## src/rtl/triangle_setup.sv

```systemverilog
// Triangle setup: captures one screen-space triangle, computes its clipped
// bounding box, edge increments and edge values at the box origin using a
// single shared multiplier, culls degenerate/off-screen triangles and hands
// the result to the fragment generator with a one-cycle start pulse.
`timescale 1ns/1ps
module triangle_setup #(
  parameter int SCREEN_W = 640,
  parameter int SCREEN_H = 480
) (
  input  logic        clk,
  input  logic        rst,
  input  logic        tri_val,
  output logic        tri_rdy,
  input  logic [15:0] x0,
  input  logic [15:0] y0,
  input  logic [15:0] x1,
  input  logic [15:0] y1,
  input  logic [15:0] x2,
  input  logic [15:0] y2,
  output logic        fg_start,
  input  logic        fg_done,
  output logic [31:0] fg_xmin,
  output logic [31:0] fg_xmax,
  output logic [31:0] fg_ymin,
  output logic [31:0] fg_ymax,
  output logic [31:0] fg_l0_dx,
  output logic [31:0] fg_l1_dx,
  output logic [31:0] fg_l2_dx,
  output logic [31:0] fg_l0_dy,
  output logic [31:0] fg_l1_dy,
  output logic [31:0] fg_l2_dy,
  output logic [31:0] fg_w0_00,
  output logic [31:0] fg_w1_00,
  output logic [31:0] fg_w2_00,
  output logic        tri_culled,
  output logic        busy
);

  typedef enum logic [2:0] {
    S_IDLE    = 3'd0,
    S_BBOX    = 3'd1,
    S_MUL     = 3'd2,
    S_CHECK   = 3'd3,
    S_ISSUE   = 3'd4,
    S_WAIT_FG = 3'd5
  } state_t;

  localparam logic signed [31:0] X_LIM = 32'(SCREEN_W);
  localparam logic signed [31:0] Y_LIM = 32'(SCREEN_H);

  function automatic logic signed [31:0] smin(input logic signed [31:0] a, input logic signed [31:0] b);
    return (a < b) ? a : b;
  endfunction

  function automatic logic signed [31:0] smax(input logic signed [31:0] a, input logic signed [31:0] b);
    return (a > b) ? a : b;
  endfunction

  // Orientation fix-up: clockwise triangles get every edge term negated.
  function automatic logic [31:0] neg_if(input logic n, input logic [31:0] v);
    return n ? (32'd0 - v) : v;
  endfunction

  state_t state_r, next_state_s;

  logic signed [31:0] x0_r, y0_r, x1_r, y1_r, x2_r, y2_r;
  logic signed [31:0] xmin_r, xmax_r, ymin_r, ymax_r;
  logic signed [31:0] hold_r, w0_r, w1_r, w2_r, area_r;
  logic [2:0]         cnt_r;

  logic signed [31:0] xlo_s, xhi_s, ylo_s, yhi_s;
  logic signed [31:0] mult_a_s, mult_b_s, prod_s;
  logic signed [31:0] l0_dx_s, l0_dy_s, l1_dx_s, l1_dy_s, l2_dx_s, l2_dy_s;
  logic               cull_s, neg_s;
  logic               fg_start_s, tri_culled_s, tri_rdy_s, busy_s;

  assign xlo_s = smin(smin(x0_r, x1_r), x2_r);
  assign xhi_s = smax(smax(x0_r, x1_r), x2_r);
  assign ylo_s = smin(smin(y0_r, y1_r), y2_r);
  assign yhi_s = smax(smax(y0_r, y1_r), y2_r);

  // Edge k runs va->vb: dx = yb-ya, dy = xa-xb.
  assign l0_dx_s = y2_r - y1_r;
  assign l0_dy_s = x1_r - x2_r;
  assign l1_dx_s = y0_r - y2_r;
  assign l1_dy_s = x2_r - x0_r;
  assign l2_dx_s = y1_r - y0_r;
  assign l2_dy_s = x0_r - x1_r;

  assign prod_s = mult_a_s * mult_b_s;
  assign cull_s = (area_r == 32'sd0) || (xmin_r >= xmax_r) || (ymin_r >= ymax_r);
  assign neg_s  = area_r[31];

  // State register.
  always_ff @(posedge clk or posedge rst) begin
    if (rst) state_r <= S_IDLE;
    else     state_r <= next_state_s;
  end

  // Next-state logic.
  always_comb begin
    next_state_s = S_IDLE;
    case (state_r)
      S_IDLE:    next_state_s = tri_val ? S_BBOX : S_IDLE;
      S_BBOX:    next_state_s = S_MUL;
      S_MUL:     next_state_s = (cnt_r == 3'd7) ? S_CHECK : S_MUL;
      S_CHECK:   next_state_s = cull_s ? S_IDLE : S_ISSUE;
      S_ISSUE:   next_state_s = S_WAIT_FG;
      S_WAIT_FG: next_state_s = fg_done ? S_IDLE : S_WAIT_FG;
      default:   next_state_s = S_IDLE;
    endcase
  end

  // Next values of the registered control outputs.
  always_comb begin
    fg_start_s   = (state_r == S_CHECK) && !cull_s;
    tri_culled_s = (state_r == S_CHECK) && cull_s;
    tri_rdy_s    = (next_state_s == S_IDLE);
    busy_s       = (next_state_s != S_IDLE);
  end

  // Shared multiplier operand schedule: two products per edge value, then area.
  always_comb begin
    mult_a_s = 32'sd0;
    mult_b_s = 32'sd0;
    case (cnt_r)
      3'd0: begin mult_a_s = xmin_r - x1_r; mult_b_s = y2_r - y1_r; end
      3'd1: begin mult_a_s = ymin_r - y1_r; mult_b_s = x2_r - x1_r; end
      3'd2: begin mult_a_s = xmin_r - x2_r; mult_b_s = y0_r - y2_r; end
      3'd3: begin mult_a_s = ymin_r - y2_r; mult_b_s = x0_r - x2_r; end
      3'd4: begin mult_a_s = xmin_r - x0_r; mult_b_s = y1_r - y0_r; end
      3'd5: begin mult_a_s = ymin_r - y0_r; mult_b_s = x1_r - x0_r; end
      3'd6: begin mult_a_s = x0_r - x1_r;   mult_b_s = y2_r - y1_r; end
      3'd7: begin mult_a_s = y0_r - y1_r;   mult_b_s = x2_r - x1_r; end
      default: begin mult_a_s = 32'sd0; mult_b_s = 32'sd0; end
    endcase
  end

  // Datapath: vertex capture, box clipping and product accumulation.
  always_ff @(posedge clk or posedge rst) begin
    if (rst) begin
      x0_r <= 32'sd0; y0_r <= 32'sd0; x1_r <= 32'sd0;
      y1_r <= 32'sd0; x2_r <= 32'sd0; y2_r <= 32'sd0;
      xmin_r <= 32'sd0; xmax_r <= 32'sd0; ymin_r <= 32'sd0; ymax_r <= 32'sd0;
      hold_r <= 32'sd0; w0_r <= 32'sd0; w1_r <= 32'sd0; w2_r <= 32'sd0;
      area_r <= 32'sd0;
      cnt_r  <= 3'd0;
    end else begin
      case (state_r)
        S_IDLE: begin
          if (tri_val) begin
            x0_r <= {{16{x0[15]}}, x0}; y0_r <= {{16{y0[15]}}, y0};
            x1_r <= {{16{x1[15]}}, x1}; y1_r <= {{16{y1[15]}}, y1};
            x2_r <= {{16{x2[15]}}, x2}; y2_r <= {{16{y2[15]}}, y2};
          end
        end
        S_BBOX: begin
          xmin_r <= smax(xlo_s, 32'sd0);
          xmax_r <= smin(xhi_s + 32'sd1, X_LIM);
          ymin_r <= smax(ylo_s, 32'sd0);
          ymax_r <= smin(yhi_s + 32'sd1, Y_LIM);
          cnt_r  <= 3'd0;
        end
        S_MUL: begin
          cnt_r <= cnt_r + 3'd1;
          if (!cnt_r[0]) begin
            hold_r <= prod_s;
          end else begin
            case (cnt_r[2:1])
              2'd0:    w0_r   <= hold_r - prod_s;
              2'd1:    w1_r   <= hold_r - prod_s;
              2'd2:    w2_r   <= hold_r - prod_s;
              default: area_r <= hold_r - prod_s;
            endcase
          end
        end
        default: cnt_r <= cnt_r;
      endcase
    end
  end

  // Registered outputs; setup results load only on the way into ISSUE.
  always_ff @(posedge clk or posedge rst) begin
    if (rst) begin
      fg_start <= 1'b0; tri_culled <= 1'b0; tri_rdy <= 1'b1; busy <= 1'b0;
      fg_xmin <= 32'd0; fg_xmax <= 32'd0; fg_ymin <= 32'd0; fg_ymax <= 32'd0;
      fg_l0_dx <= 32'd0; fg_l1_dx <= 32'd0; fg_l2_dx <= 32'd0;
      fg_l0_dy <= 32'd0; fg_l1_dy <= 32'd0; fg_l2_dy <= 32'd0;
      fg_w0_00 <= 32'd0; fg_w1_00 <= 32'd0; fg_w2_00 <= 32'd0;
    end else begin
      fg_start   <= fg_start_s;
      tri_culled <= tri_culled_s;
      tri_rdy    <= tri_rdy_s;
      busy       <= busy_s;
      if (fg_start_s) begin
        fg_xmin  <= xmin_r;
        fg_xmax  <= xmax_r;
        fg_ymin  <= ymin_r;
        fg_ymax  <= ymax_r;
        fg_l0_dx <= neg_if(neg_s, l0_dx_s);
        fg_l0_dy <= neg_if(neg_s, l0_dy_s);
        fg_l1_dx <= neg_if(neg_s, l1_dx_s);
        fg_l1_dy <= neg_if(neg_s, l1_dy_s);
        fg_l2_dx <= neg_if(neg_s, l2_dx_s);
        fg_l2_dy <= neg_if(neg_s, l2_dy_s);
        fg_w0_00 <= neg_if(neg_s, w0_r);
        fg_w1_00 <= neg_if(neg_s, w1_r);
        fg_w2_00 <= neg_if(neg_s, w2_r);
      end
    end
  end

endmodule
```

## config.mk

```make
export PLATFORM = sky130hd
export DESIGN_NAME = triangle_setup
export DESIGN_NICKNAME = d
export VERILOG_FILES = /design/src/rtl/triangle_setup.sv
export SDC_FILE = /design/constraint.sdc
export NUM_CORES = 2
export LEC_CHECK = 0
export ABC_AREA = 1
export CORE_MARGIN = 5
export CORE_UTILIZATION = 31
export CTS_CLUSTER_DIAMETER = 100
export CTS_CLUSTER_SIZE = 25
export DETAILED_ROUTE_END_ITERATION = 7
export DONT_BUFFER_PORTS = 1
export PLACE_DENSITY_LB_ADDON = 0.1
export SKIP_CTS_REPAIR_TIMING = 1
export SYNTH_ARGS = -nofsm -noshare
export SYNTH_HDL_FRONTEND = slang
export SYNTH_SLANG_ARGS = --single-unit
export TNS_END_PERCENT = 10
```

## constraint.sdc

```tcl
create_clock -name clk -period 59.9 [get_ports clk]
set_input_delay 17.97 -clock clk [delete_from_list [all_inputs] [get_ports clk]]
set_output_delay 17.97 -clock clk [all_outputs]
set_load 0.005 [all_outputs]
```

; ---- After elaboration in Yosys (flattened, before gate mapping)
; Index checks and enable logic that the tools add are counted.
[word_totals]
reg_bits = 810
latch_bits = 0
mem_bits_rw = 0
mem_bits_ro = 0
inputBits = 100
output_inout_bits = 420
wordCells = 144
n_memories = 0
[op_classes]
add_sub_neg = 29
multipliers = 1
div_mod_pow = 0
magnitude_cmp = 14
eq_ne = 14
shift = 0
mux = 29
bitwise = 2
reduce_logical = 21
[ops]
columns = operator, n
row1 = $mux W32, 21
row2 = $pmux W32 S8, 1
row3 = $pmux W32 S6, 1
row4 = $sub A32 B16 Y32, 6
row5 = $sub A16 B16 Y17, 10
row6 = $sub A1 B17 Y18 const A, 6
row7 = $sub A1 B32 Y32 const A, 3
row8 = $add A32 B2 Y32 const B, 2
row9 = $ge A32 B32 Y1, 2
row10 = $gt A32 B1 Y1 const B, 2
row11 = $gt A32 B16 Y1, 2
row12 = $lt A32 B16 Y1, 2
row13 = $gt A16 B16 Y1, 2
row14 = $logic_not A32 Y1, 1
row15 = $lt A16 B16 Y1, 2
row16 = $lt A32 B10 Y1 const B, 1
row17 = $lt A32 B11 Y1 const B, 1
row18 = $mul A32 B32 Y32, 1
row19 = $sub A32 B32 Y32, 1
row20 = $eq A3 B3 Y1 const B, 6
row21 = $pmux W3 S6, 1
row22 = $eq A3 B2 Y1 const B, 4
row23 = $reduce_and A3 Y1, 4
row24 = $logic_not A3 Y1, 3
row25 = other kinds (17), 25

; ---- Longest topological paths before layout
[depth]
depth_word = 7
depth_mapped = 67
mapped_depth_nobuf = 64

; ---- Worst setup path before layout
; OpenSTA, ideal clock, no wires.
[synth_path]
path_type = input to register
start = input tri_val
end = register x0_r[0]
setup_time_ns = 0.078
arrival_time_ns = 18.786
setup_slack_ns = 41.036
path_stages = 5
cell_sequence = nand3_1 > clkbuf_1 > clkbuf_1 > nor2_1 > a21oi_1
[synth_between]
elab_chain_len = 1
[synth_rtl]
columns = element, line
row1 = "start, declared", 12  ; input logic tri_val,
row2 = $reduce_and A2 Y1 (no source line), -
row3 = "end signal, assigned", 152  ; x0_r <= {{16{x0[15]}}, x0}; y0_r <= {{16{y0[15]}}, y0};
row4 = "end, declared", 66  ; logic signed [31:0] x0_r, y0_r, x1_r, y1_r, x2_r, y2_r;
; No other way between the ends.
; A chain may end at the register's enable or synchronous reset.

==> run summary <==
R2R cell count -> 64
Skew final -> 0.0528 ns
Iter 0 DRT Violations -> 4,931
Async S/R FF share, synth -> 100%
Synth Cell Area -> 0.0613 sq mm
Element type at the critical path start -> primary input
CP peak stage delay -> 0.77 ns
CTS buffer count -> 44
Clock sink total -> 662
Reg-to-Reg Start -> cnt_r[0]
Fmax -> 49.2 MHz
RD Place Congestion -> 0.984
Final Max Slew Viols -> 0
Grt ovf -> 0
EDFF count, synth -> 0
Sequential area share after synthesis -> 27.0%
RSZ-0062 raised after global routing -> false
First-pass GRT wire length -> 382,000 um
WL/cell -> 25.4 um
Yosys top cell by area -> dfrtp_1
Setup_tns -> 0 ns
CP Launch Point -> rst
CTS root buf -> clkbuf_16
Vias in the first global route -> 52,908
Worst-Margin Slew -> 1.33 ns
Util after Layout -> 33.0%
Die height -> 455 um
WHS Path Cells -> 2
Critical path peak fanout -> 98
Max-Cap Viols -> 0
Data required, critical path -> 60.61 ns
Synth top area share -> 27.0%
Top cells by area, synth -> dfrtp_1 27%, fa_1 13%, nand2_1 11%
Most frequent cell after synthesis -> nand2_1
Synthesized instance count -> 8,053
Reg2Reg Capture Point -> w2_r[31]
Mean Syn Cell Area -> 7.61 sq um
Outcome -> complete, no violations
Syn nets -> 9,074
Layout Cells excl Fill -> 10,489
GRT Resource Usage Total -> 25.3%
Antenna violations before repair -> 22
IO buf count -> 0
Setup violations, final -> 0
Area Growth Syn to Fin -> 6.23%
H-tree lvl count -> 2
Worst path cell trace -> inv_8, buf_4, buf_4, buf_4
Residual DRC count -> 0
Critical path class -> in2async
Hold path start -> xmin_r[0]
Pre-Repair DR Iteration Count -> 5
Clock-pin slew on the worst setup and hold paths -> 0.10 ns
Cell mode on critical path -> buf_4
Max Root-Sink Buffers -> 3
Core area -> 0.197 sq mm
Final Critical Period -> 20.31 ns
Detailed Route WL -> 267,000 um
Unique masters post-synth -> 75
Synth Register Bits -> 662
Final #Nets -> 8,833
Die Area -> 0.207 sq mm
Sink of the worst hold path -> xmin_r[0]
Share of cells above drive strength 1 -> 4.17%
Synth warn -> 0
Critical path data arrival time -> 21.02 ns
Die W -> 455 um
CTS tree -> done
Final period util -> 33.9%
CP max-delay cell -> buf_4
Ys flop type -> dfrtp_1
Hold Vio Cnt, Final -> 0
Largest net degree at the start of global routing -> 183
Normalized max-slew margin -> 10.5%
Vias per cell -> 5.08
Via count -> 53,237
I/O pin count -> 520
Rows -> 163
Later-pin clock latency in the skew report -> 0.71 ns
DP HPWL -> 219,000 um
Initial Utilization -> 31.1%
Min-delay worst type -> reg2reg
CP endpoint kind -> async pin
R2R setup slack -> 45.21 ns
Final ANT Viol Nets -> 0
Post-synth top cells -> 1,831 x nand2_1, 1,158 x inv_1, 728 x nor2_1
Placed Cells incl. Taps -> 10,406
routing by layer:
metal | vias to the layer above | wire, um | global-route usage, % | part of all wire (%)
li1 | 25020 | - | - | -
met1 | 26156 | 118000 | 34.2 | 44
met2 | 1732 | 120000 | 41.0 | 45
met3 | 327 | 15900 | 3.68 | 6.0
met4 | 2 | 12200 | 9.78 | 4.6
met5 | - | 13 | 0 | 0.0049
cells in the final DEF, fill, tap and decap left out, types with 37 or more instances in the layout:
| cell type | count |
|---|---|
| nand3_1 | 269 |
| o21ai_1 | 83 |
| a21oi_1 | 429 |
| buf_4 | 102 |
| o22ai_1 | 47 |
| inv_1 | 1156 |
| nor2_1 | 724 |
| clkbuf_16 | 44 |
| nor3_1 | 104 |
| o21ai_0 | 642 |
| dfrtp_1 | 660 |
| xnor2_1 | 82 |
| xor2_1 | 262 |
| a31oi_1 | 37 |
| ha_1 | 516 |
| nand2_1 | 1830 |
| fa_1 | 405 |
metrics by stage:
step / hold slack, ns / worst slack, ns / area [sq um]
after floorplan: 0.443 / 23.38 / 61300
after global placement: 0.461 / 38.73 / 63500
after detailed placement: 0.465 / 38.68 / 63500
after CTS: 0.490 / 39.47 / 65100
after global routing: 0.517 / 39.05 / 65100
final: 0.493 / 39.59 / 65100
cell families after synthesis:
kind of cell | synth area share, %
buf+inv | 10.5
fa+ha+maj | 23.8
xor+xnor | 4.98
flops | 27.0
compound gates | 13.0
simple gates | 20.7
worst max-delay path: cells and delay by family:
kind	cells	cell delay, ns
buffers and inverters	4	2.76
cell type report:
class                      instances  area [sq um]
fill                           21352        132000
multi-input combinational       5812         38300
clock buffer                      45          1100
tap                             2640          3300
clock inverter                    28           495
timing repair buffer             103           786
inverter                        1189          4470
sequential                       662         16600
antenna                           10          25.0
worst max path at each step:
| stage | to | slack (ns) | cells after the start |
|---|---|---|---|
| global route | fg_l1_dx[11] | 39.05 | 4 |
| finish | fg_l1_dx[11] | 39.59 | 4 |
| CTS | fg_l2_dx[9] | 39.47 | 4 |
| floorplan | area_r[0] | 23.38 | 1 |
| global placement | fg_l0_dx[1] | 38.73 | 4 |
| detailed placement | fg_l0_dx[7] | 38.68 | 4 |
Power is not shown: default switching activity piles up to over one toggle a cycle in this logic, so the estimate is an artifact.
